## src/rtl/jt49_pkg.sv

```systemverilog
// Shared types and defaults for the jt49 period measurement block.
// Optional build macro JT49_PMEAS_SYNC_EN is consumed by jt49_edge_det.
package jt49_pkg;

  localparam int JT49_PMEAS_W = 12;

  typedef enum logic {
    IDLE = 1'b0,
    MEAS = 1'b1
  } pmeas_state_t;

endpackage

```

## src/rtl/jt49_edge_det.sv

```systemverilog
// Both-polarity edge detector for the measured square wave.
// Define JT49_PMEAS_SYNC_EN to insert a 2-flop synchronizer ahead of the delay flop.
module jt49_edge_det (
  input  logic clk,
  input  logic rst,
  input  logic div_in,
  output logic div_edge
);

  logic div_s;
  logic div_d_reg;

`ifdef JT49_PMEAS_SYNC_EN
  logic [1:0] sync_reg;

  always_ff @(posedge clk) begin
    if (rst) begin
      sync_reg <= 2'b00;
    end else begin
      sync_reg <= {sync_reg[0], div_in};
    end
  end

  assign div_s = sync_reg[1];
`else
  assign div_s = div_in;
`endif

  always_ff @(posedge clk) begin
    if (rst) begin
      div_d_reg <= 1'b0;
    end else begin
      div_d_reg <= div_s;
    end
  end

  assign div_edge = div_s ^ div_d_reg;

endmodule

```

## src/rtl/jt49_period_meas.sv

```systemverilog
// Measures the half-period of div_in in cen ticks and hands results out over valid/ready.
// Build with JT49_PMEAS_SYNC_EN when div_in comes from another clock domain.
module jt49_period_meas
  import jt49_pkg::*;
#(
  parameter int W = JT49_PMEAS_W
) (
  input  logic         clk,
  input  logic         rst,
  input  logic         cen,
  input  logic         en,
  input  logic         div_in,
  output logic [W-1:0] period,
  output logic         ovf,
  output logic         valid,
  input  logic         ready,
  output logic         overrun
);

  localparam logic [W-1:0] CNT_MAX = {W{1'b1}};

  logic         div_edge;
  pmeas_state_t state_reg, state_next;
  logic [W-1:0] cnt_reg, cnt_next;
  logic [W-1:0] period_reg, period_next;
  logic         ovf_reg, ovf_next;
  logic         valid_reg, valid_next;
  logic         overrun_reg, overrun_next;
  logic         capture;
  logic [W:0]   sum;
  logic [W-1:0] result_sat;

  jt49_edge_det u_edge_det (
    .clk      (clk),
    .rst      (rst),
    .div_in   (div_in),
    .div_edge (div_edge)
  );

  // The edge cycle itself counts when cen is high, hence cnt+cen.
  assign sum        = {1'b0, cnt_reg} + {{W{1'b0}}, cen};
  assign result_sat = sum[W] ? CNT_MAX : sum[W-1:0];

  always_comb begin
    state_next   = state_reg;
    cnt_next     = cnt_reg;
    period_next  = period_reg;
    ovf_next     = ovf_reg;
    valid_next   = valid_reg;
    overrun_next = overrun_reg;
    capture      = 1'b0;

    if (!en) begin
      state_next = IDLE;
      cnt_next   = '0;
    end else begin
      case (state_reg)
        IDLE: begin
          if (div_edge) begin
            state_next = MEAS;
            cnt_next   = '0;
          end
        end
        MEAS: begin
          if (div_edge) begin
            capture  = 1'b1;
            cnt_next = '0;
          end else if (cen && (cnt_reg != CNT_MAX)) begin
            cnt_next = cnt_reg + W'(1);
          end
        end
        default: state_next = IDLE;
      endcase
    end

    // A capture always wins over acceptance; only an unaccepted result counts as overrun.
    if (capture) begin
      period_next = result_sat;
      ovf_next    = (cnt_reg == CNT_MAX);
      valid_next  = 1'b1;
      if (valid_reg && !ready) begin
        overrun_next = 1'b1;
      end
    end else if (valid_reg && ready) begin
      valid_next = 1'b0;
    end
  end

  always_ff @(posedge clk) begin
    if (rst) begin
      state_reg   <= IDLE;
      cnt_reg     <= '0;
      period_reg  <= '0;
      ovf_reg     <= 1'b0;
      valid_reg   <= 1'b0;
      overrun_reg <= 1'b0;
    end else begin
      state_reg   <= state_next;
      cnt_reg     <= cnt_next;
      period_reg  <= period_next;
      ovf_reg     <= ovf_next;
      valid_reg   <= valid_next;
      overrun_reg <= overrun_next;
    end
  end

  assign period  = period_reg;
  assign ovf     = ovf_reg;
  assign valid   = valid_reg;
  assign overrun = overrun_reg;

endmodule

```

## config.mk

```make
export PLATFORM = sky130hd
export DESIGN_NAME = jt49_period_meas
export DESIGN_NICKNAME = d
export VERILOG_FILES = /design/src/rtl/jt49_pkg.sv /design/src/rtl/jt49_edge_det.sv /design/src/rtl/jt49_period_meas.sv
export SDC_FILE = /design/constraint.sdc
export NUM_CORES = 1
export LEC_CHECK = 0
export ABC_AREA = 1
export CAP_MARGIN = 15
export CORE_ASPECT_RATIO = 0.9
export CORE_MARGIN = 2
export CORE_UTILIZATION = 45
export DETAILED_ROUTE_END_ITERATION = 10
export HOLD_SLACK_MARGIN = 0.05
export MAX_ROUTING_LAYER = met4
export PLACE_DENSITY = 0.67
export SLEW_MARGIN = 20
export SYNTH_ARGS = -nofsm -noshare
export SYNTH_HDL_FRONTEND = slang
export SYNTH_SLANG_ARGS = --single-unit
```

## constraint.sdc

```tcl
create_clock -name clk -period 4.8 [get_ports clk]
set_clock_uncertainty 0.2 [all_clocks]
set_input_delay 0.48 -clock clk [delete_from_list [all_inputs] [get_ports clk]]
set_output_delay 0.48 -clock clk [all_outputs]
set_load 0.01 [all_outputs]
```

==> flow_summary_export.csv, run 1 <==
group,metric,value,unit
run_status,status,"finished clean",
die,start_util,46.9,%
die,ioPinCount,21,
synthesis,synth_cell_types,27,
worst_setup_path,cp.required,4.80,ns
worst_setup_path,r2r_end,"period[5]$_SDFFE_PP0P_",
clock_tree,hold_buffers,0,
worst_setup_path,reg2reg_depth,9,
worst_setup_path,reg2reg_slack,2.84,ns
clock_tree,cts_sinks,29,
synthesis,yosysSeqAreaShare,36.6,%
global_route,grt_use_total,19.2,%
route,met2WireLength,1460,um
timing,maxClockFrequency,449,MHz
place,dp_hpwl,2480,um
synthesis,synth.largest_area_cell,"dfxtp_1",
die,rows,20,
global_route,grt_pass1_vias,1216,
clock_tree,cts_resized,0,
route,met3_length,98,um
power_and_ir_drop,power_switching,109,uW
clock_tree,htreeDepth,2,
timing,setup_viol,0,
route,totalWireLength,3270,um
timing,hold_violations,0,
synthesis,netlist_instances,228,
layout,diodes,0,
layout,nets,259,
timing,fin_crit_sh,46.4,%
clock_tree,cts_made_buffers,5,
flow_run,maxCapViolCount,0,
power_and_ir_drop,powerDensity,256,nW/um^2
worst_setup_path,path_class,"input pin to flip-flop",
timing,slew_headroom,38.8,%
timing,holdWs,0.256,ns
synthesis,syn_area,1590,sq um
die,fp.dieH,60.3,um
route,ant_nets,0,
route,top_layer_used,"met4",
worst_setup_path,cp_data_arrival_time,2.22,ns
layout,final_util,55.8,%
route,drtIter0Drc,78,
global_route,antenna_found_initial,0,
layout,drive_gt1_share,10.0,%
min_path,hp-start,"overrun$_SDFFE_PP0P_",
route,met1_length,1700,um
route,wl_per_cell,11.1,um
place,io_buffer_count,20,
min_path,min_path_cells,2,
power_and_ir_drop,leakage,0.745,nW
synthesis,ys_ff_latch,29,
timing,worst_slew_pin_slew,0.915,ns
place,pre_cts_slack,2.29,ns
route,dr.pass1.iters,4,
global_route,grt_max_degree,20,
clock_tree,insertion_delay,0.27,ns
clock_tree,clock_path_buffers,2,
die,core-area,3380,sq um
timing,final.min_clock_period,2.23,ns
die,dieArea,4010,sq um
worst_setup_path,regToRegStartpoint,"cnt_reg[0]$_SDFFE_PP0P_",
synthesis,synth_top_area_share,36.6,%
timing,slew_violations,0,
power_and_ir_drop,vdd_drop_max,0.000214,V
timing,rsz0062_at_grt,"false",
worst_setup_path,critPathCaptureType,"flip-flop",
die,die_w,66.6,um
timing,fin_ws,2.57,ns
global_route,grt_pass1_wl,5580,um
synthesis,syn_area_per_cell,6.95,sq um
place,place.gp.congestion,0.866,
power_and_ir_drop,combPwrFrac,8.3,%
worst_setup_path,worstSetupStartpointType,"input pin",
timing,fin_setup_tns,0,ns
route,drc,0,
synthesis,yosysWarnings,0,
clock_tree,cts-root-buf,"clkbuf_8",
power_and_ir_drop,power.internal,374,uW
worst_setup_path,cp_max_fo,8,
clock_tree,cts_tree,"done",
clock_tree,cts_setup_buffers,0,
layout,area_delta_synth_final,18.9,%
min_path,whs_endpoint,"overrun$_SDFFE_PP0P_",
synthesis,synth.area.top_cells,"dfxtp_1 37%, nand2_1 13%, a21oi_1 6.6%",
power_and_ir_drop,switching_share,22.5,%
min_path,holdCritPathClass,"flip-flop to flip-flop",
route,viasPerCell,4.77,
route,vias,1401,
global_route,grt_overflow,0,
power_and_ir_drop,power_frac_clock,40.6,%
power_and_ir_drop,pwr-share-seq,51.1,%
layout,nFillCells,337,
clock_tree,path_clk_slew,0.06,ns
synthesis,syn_nets,237,
layer usage:
| layer | vias up | GRT usage [%] |
|---|---|---|
| met3 | 2 | 4.52 |
| li1 | 766 | - |
| met4 | 0 | 6.71 |
| met5 | - | - |
| met2 | 20 | 27.0 |
| met1 | 613 | 26.7 |
metrics by stage:
| stage | power, mW | cells | cell area, sq um |
|---|---|---|---|
| after detailed placement | 0.292 | 287 | 1800 |
| after global placement | 0.292 | 287 | 1800 |
| after floorplan | 0.280 | 228 | 1590 |
| after CTS | 0.488 | 294 | 1890 |
| final | 0.483 | 294 | 1890 |
| after global routing | 0.503 | 294 | 1890 |
layout by cell type (no fill, tap or decap), drive strengths merged:
master | Yosys | routed
clkbuf | 2 | 7
dfxtp | 29 | 29
nand2 | 62 | 62
nor3 | 1 | 1
clkdlybuf4s50 | 0 | 20
ha | 3 | 3
and3 | 1 | 1
xor2 | 6 | 6
and2 | 1 | 1
nand4 | 4 | 4
a21boi | 1 | 1
xnor2 | 3 | 3
nor2 | 30 | 30
inv | 30 | 30
nand3 | 13 | 13
o21ai | 17 | 17
a21oi | 22 | 22
worst max-delay path by stage:
stage,cells past startpoint,endpoint,slack (ns),from
after global routing,10,period[11]$_SDFFE_PP0P_,2.33,cen
after CTS,10,period[5]$_SDFFE_PP0P_,2.57,cen
after global placement,10,period[5]$_SDFFE_PP0P_,2.33,cen
after detailed placement,10,period[11]$_SDFFE_PP0P_,2.29,cen
after floorplan,9,period[11]$_SDFFE_PP0P_,2.95,cen
final,10,period[5]$_SDFFE_PP0P_,2.57,cen
power by group through the flow:
stage	Combinational (mW)	Sequential (mW)	Clock (mW)
floorplan	0.0269	0.253	0
global placement	0.0403	0.252	0
detailed placement	0.0402	0.252	0
CTS	0.0405	0.247	0.201
global route	0.0456	0.247	0.211
finish	0.0402	0.247	0.196
critical path, stage by stage:
cell	delay [ns]
clkdlybuf4s50_1	0.49
ha_1	0.20
ha_1	0.25
inv_1	0.06
nor2_1	0.15
and2_2	0.18
nand2_1	0.06
nand2_2	0.12
inv_2	0.09
a21oi_1	0.14
synthesized netlist by cell type:
cell / n
a21oi_1: 21
nor2_2: 3
clkbuf_1: 1
nand2_2: 5
nand2_4: 2
a21oi_2: 1
inv_1: 27
clkbuf_8: 1
and2_2: 1
xnor2_1: 3
o21ai_0: 17
nor3_4: 1
buf_4: 1
and3_1: 1
a21boi_0: 1
buf_6: 1
nand2_1: 55
nand3_4: 1
nand4_1: 4
nor2_4: 2
nand3_1: 12
buf_2: 1
dfxtp_1: 29
xor2_1: 6
ha_1: 3
inv_2: 3
nor2_1: 25
kinds of logic after synthesis:
kind of cell	share of synthesized area (%)
DFF	36.6
AOI/OAI and AO/OA	13.0
adders and majority gates	2.37
xor gates and xnor gates	4.97
and+or+nand+nor	33.3
buffers and inverters	9.71
final cells by class:
class                           instances  area [sq um]  share of cell area, %
Multi-Input combinational cell        164           851                   45.1
Timing Repair Buffer                   20           200                   10.6
Tap cell                               44          55.1                   2.92
Inverter                               30           113                   5.97
Clock buffer                            7          86.3                   4.58
Sequential cell                        29           581                   30.8
Note: power is estimated with default switching activity, not from simulation.
==> run 2, diff against run 1 <==
--- a/config.mk
+++ b/config.mk
@@ -13,7 +13,7 @@
 export DETAILED_ROUTE_END_ITERATION = 10
 export HOLD_SLACK_MARGIN = 0.05
 export MAX_ROUTING_LAYER = met4
-export PLACE_DENSITY = 0.67
+export PLACE_DENSITY = 0.7
 export SLEW_MARGIN = 20
 export SYNTH_ARGS = -nofsm -noshare
 export SYNTH_HDL_FRONTEND = slang
==> constraint.sdc (replaced) <==
create_clock -name clk -period 2.02 [get_ports clk]
set_clock_uncertainty 0.2 [all_clocks]
set_input_delay 0.202 -clock clk [delete_from_list [all_inputs] [get_ports clk]]
set_output_delay 0.202 -clock clk [all_outputs]
set_load 0.01 [all_outputs]
==> flow_summary_export.csv, run 2 (same netlist as run 1, synthesis figures left out) <==
group,metric,value,unit
worst_setup_path,crit_slowest_cell,"dfxtp_1",
flow_run,maxCapViolCount,0,
place,io_buffer_count,20,
place,dp_hpwl,2650,um
clock_tree,insertion_delay,0.29,ns
route,drtIter0Drc,106,
worst_setup_path,cp_data_arrival_time,1.80,ns
route,wl_per_cell,11.8,um
layout,final_cell_mix,"55 x nand2_1, 29 x dfxtp_1, 27 x inv_1, 25 x nor2_1, 21 x a21oi_1",
power_and_ir_drop,powerDensity,621,nW/um^2
layout,finalNonFillerCells,303,
worst_setup_path,cp.buffers_inverters,2,
timing,slew_violations,0,
worst_setup_path,worstSetupStartpointType,"flip-flop",
clock_tree,clock_path_buffers,2,
worst_setup_path,path_cells,"ha_1 -> ha_1 -> inv_1 -> nor2_1 -> and2_2 -> nand2_1 -> nand2_2 -> inv_2 -> a21oi_1",
worst_setup_path,cp_max_fo,8,
global_route,antenna_found_initial,0,
clock_tree,cts_resized,0,
worst_setup_path,cpMostUsedCell,"ha_1",
layout,layout_commonest_cell,"nand2_1",
global_route,grt_pass1_wl,6180,um
global_route,grt_use_total,21.5,%
place,dp.cells,295,
worst_setup_path,path_class,"flip-flop to flip-flop",
die,die_w,66.6,um
place,pre_cts_slack,-0.0553,ns
timing,setup_viol,0,
route,totalWireLength,3580,um
place,place.gp.congestion,0.870,
run_status,status,"finished clean",
power_and_ir_drop,leakage,0.801,nW
layout,drive_gt1_share,13.5,%
timing,final.min_clock_period,1.78,ns
route,viasPerCell,4.86,
global_route,grt_max_degree,20,
global_route,grt_pass1_vias,1291,
die,start_util,46.9,%
worst_setup_path,path_delay_family,"simple AND/OR/NAND/NOR gates",
worst_setup_path,cp.required,2.04,ns
clock_tree,htreeDepth,2,
timing,worst_slew_pin_slew,0.356,ns
clock_tree,hold_buffers,0,
die,fp.dieH,60.3,um
route,vias,1473,
timing,rsz0062_at_grt,"false",
clock_tree,cts_tree,"done",
timing,maxClockFrequency,562,MHz
layout,nets,267,
timing,holdWs,0.251,ns
clock_tree,path_clk_slew,0.06,ns
die,ioPinCount,21,
die,dieArea,4010,sq um
die,core-area,3380,sq um
timing,slew_headroom,76.2,%
timing,fin_crit_sh,88.1,%
clock_tree,cts_setup_buffers,0,
power_and_ir_drop,vdd_drop_max,0.000608,V
timing,hold_violations,0,
min_path,holdCritPathClass,"flip-flop to flip-flop",
global_route,grt_overflow,0,
timing,fin_ws,0.240,ns
layout,area_delta_synth_final,24.5,%
clock_tree,cts_sinks,29,
layout,diodes,0,
die,rows,20,
route,drc,0,
layout,final_util,58.4,%
route,dr.pass1.iters,4,
clock_tree,cts-root-buf,"clkbuf_8",
route,ant_nets,0,
worst_setup_path,max_stage_delay,0.40,ns
clock_tree,cts_made_buffers,5,
worst_setup_path,critPathCaptureType,"flip-flop",
-- run 2: final cells by class --
class                      instances  area (sq um)
clock buffer                       7          96.3
clock inverter                     1          5.00
fill                             332          1410
inverter                          30           113
multi-input combinational        164           851
sequential                        29           581
tap                               44          55.1
timing repair buffer              28           273
-- run 2: metal layers --
| metal | wire, um | vias up | track usage (%) |
|---|---|---|---|
| met5 | 0 | - | - |
| met4 | 29 | 0 | 4.37 |
| met3 | 138 | 4 | 7.34 |
| met2 | 1580 | 29 | 30.0 |
| met1 | 1830 | 652 | 30.0 |
| li1 | - | 788 | - |
-- run 2: worst min-delay path: cells and delay by family (launching register included) --
kind                   cells  cell delay, ns
AOI/OAI and AO/OA          1            0.05
DFF                        1            0.31
buffers and inverters      1            0.05
-- run 2: path summary, 6_finish.rpt --
kind / start / to / slack (ns) / cells past startpoint
worst max register to register: cnt_reg[0]$_SDFFE_PP0P_ / period[11]$_SDFFE_PP0P_ / 0.24 / 9
worst min-delay path: overrun$_SDFFE_PP0P_ / overrun$_SDFFE_PP0P_ / 0.25 / 2
worst max-delay path: cnt_reg[0]$_SDFFE_PP0P_ / period[11]$_SDFFE_PP0P_ / 0.24 / 9
worst min register to register: overrun$_SDFFE_PP0P_ / overrun$_SDFFE_PP0P_ / 0.25 / 2
-- run 2: power breakdown --
group	switching, mW	internal [mW]
Sequential	0.00488	0.581
Combinational	0.0605	0.0450
Clock	0.226	0.307
Total	0.292	0.933
-- run 2: metrics by stage --
stage	TNS [ns]	cell area (sq um)	total power, mW
after floorplan	0	1590	0.665
after global placement	0	1870	0.702
after detailed placement	-0.347	1870	0.704
after CTS	0	1970	1.24
after global routing	0	1970	1.28
final	0	1970	1.23
==> run 3, diff against run 2 <==
--- a/config.mk
+++ b/config.mk
@@ -12,8 +12,7 @@
 export CORE_UTILIZATION = 45
 export DETAILED_ROUTE_END_ITERATION = 10
 export HOLD_SLACK_MARGIN = 0.05
-export MAX_ROUTING_LAYER = met4
-export PLACE_DENSITY = 0.7
+export PLACE_DENSITY = 0.67
 export SLEW_MARGIN = 20
 export SYNTH_ARGS = -nofsm -noshare
 export SYNTH_HDL_FRONTEND = slang
==> constraint.sdc (replaced) <==
create_clock -name clk -period 1.77 [get_ports clk]
set_clock_uncertainty 0.2 [all_clocks]
set_input_delay 0.177 -clock clk [delete_from_list [all_inputs] [get_ports clk]]
set_output_delay 0.177 -clock clk [all_outputs]
set_load 0.01 [all_outputs]
==> flow_summary_export.csv, run 3 (same netlist as run 1, synthesis figures left out) <==
group,metric,value,unit
worst_setup_path,cp.required,1.74,ns
clock_tree,path_clk_slew,0.06,ns
layout,diodes,0,
worst_setup_path,worstSetupStartpointType,"flip-flop",
layout,layout_commonest_cell,"nand2_1",
global_route,antenna_found_initial,0,
place,place.gp.congestion,0.876,
global_route,grt_overflow,0,
route,wl_per_cell,12.0,um
timing,holdWs,0.124,ns
worst_setup_path,cp_data_arrival_time,1.64,ns
flow_run,maxCapViolCount,0,
global_route,grt_pass1_vias,1463,
clock_tree,hold_buffers,0,
die,core-area,3380,sq um
route,drc,0,
power_and_ir_drop,leakage,0.874,nW
power_and_ir_drop,vdd_drop_max,0.000486,V
global_route,grt_pass1_wl,6450,um
layout,drive_gt1_share,21.5,%
layout,nFillCells,314,
power_and_ir_drop,p_total,1.32,mW
die,ioPinCount,21,
die,die_w,66.6,um
timing,hold_violations,0,
timing,final.min_clock_period,1.67,ns
clock_tree,cts_made_buffers,5,
clock_tree,clock_path_buffers,2,
layout,area_delta_synth_final,32.3,%
route,vias,1551,
layout,nets,282,
run_status,status,"finished clean",
place,dpl_cell_area,1960,sq um
power_and_ir_drop,powerDensity,628,nW/um^2
clock_tree,cts-root-buf,"clkbuf_8",
die,rows,20,
place,dp_hpwl,2870,um
timing,fin_crit_sh,94.3,%
worst_setup_path,path_class,"flip-flop to flip-flop",
die,fp.dieH,60.3,um
clock_tree,insertion_delay,0.28,ns
die,start_util,46.9,%
layout,postLayoutCellArea,2100,sq um
place,io_buffer_count,20,
timing,setup_viol,0,
place,dp.cells,308,
global_route,grt_max_degree,20,
worst_setup_path,critPathCaptureType,"flip-flop",
timing,worst_slew_pin_slew,0.366,ns
timing,slew_headroom,75.5,%
clock_tree,htreeDepth,2,
timing,maxClockFrequency,599,MHz
route,viasPerCell,4.88,
layout,final_cell_mix,"54 x nand2_1, 27 x inv_1, 26 x dfxtp_1, 23 x buf_4, 22 x nor2_1",
layout,finalNonFillerCells,318,
global_route,grt_use_total,21.4,%
clock_tree,cts_sinks,29,
timing,slew_violations,0,
die,dieArea,4010,sq um
worst_setup_path,cp_max_fo,5,
route,dr.pass1.iters,4,
clock_tree,cts_tree,"done",
route,ant_nets,0,
route,totalWireLength,3820,um
min_path,holdCritPathClass,"input pin to flip-flop",
route,drtIter0Drc,107,
## run 3: cell count changes in the layout (fill, tap and decap cells not counted), moves of 3 or more
cell | previous run | this run
nor2_1 | 25 | 22
buf_4 | 7 | 23
dfxtp_2 | 0 | 3
dfxtp_1 | 29 | 26
nor2_2 | 3 | 6
## run 3: worst paths after layout
path	startpoint	endpoint	slack, ns	cells after the start
setup / recovery	cnt_reg[0]$_SDFFE_PP0P_	period[8]$_SDFFE_PP0P_	0.10	10
hold / removal	cen	period[0]$_SDFFE_PP0P_	0.12	4
setup reg to reg	cnt_reg[0]$_SDFFE_PP0P_	period[8]$_SDFFE_PP0P_	0.10	10
hold reg to reg	overrun$_SDFFE_PP0P_	overrun$_SDFFE_PP0P_	0.26	2
## run 3: cell type report
cell class                 count  area (sq um)  share of cell area [%]
clock buffer                   6          72.6                    3.46
clock inverter                 2          10.0                   0.477
inverter                      30           115                    5.49
multi-input combinational    164           885                    42.2
sequential                    29           584                    27.9
tap                           44          55.1                    2.63
timing repair buffer          43           375                    17.9
## run 3: where the power goes
part / total, mW / leakage, nW / internal (mW) / switching, mW
clock: 0.522 / 0.0450 / 0.272 / 0.250
combinational: 0.126 / 0.593 / 0.0548 / 0.0715
sequential: 0.669 / 0.236 / 0.663 / 0.00559
total: 1.32 / 0.874 / 0.990 / 0.328
## run 3: timing repair
item | 4_1_cts | 5_1_grt
buffers inserted | 1 | 1
gates resized for setup | 2 | 14
hold endpoints to repair | 0 | 0
pin swaps | 0 | 3
setup endpoints to repair | 2 | 22
## run 3: critical path, cell delays in order, from the launching register on
cell and delay [ns]:
dfxtp_2 0.33, ha_2 0.19, ha_2 0.17, inv_1 0.06, nor2_2 0.04, and2_4 0.16
nand2_2 0.07, nand2_4 0.07, buf_4 0.14, nor2_1 0.09, nor2_1 0.04
## run 3: per-layer routing
layer / track usage [%] / routed length, um
met1: 28.0 / 1880
met2: 35.7 / 1800
met3: 4.71 / 117
met4: 6.12 / 22
met5: 0 / 0
## run 3: stage by stage
step,setup TNS [ns],utilization (%),setup slack (ns)
floorplan,0,-,0.0361
global placement,-2.45,57.9,-0.234
detailed placement,-3.03,57.9,-0.293
CTS,-0.00341,60.8,-0.00341
global route,-0.00388,62.1,-0.00388
finish,0,62.1,0.102
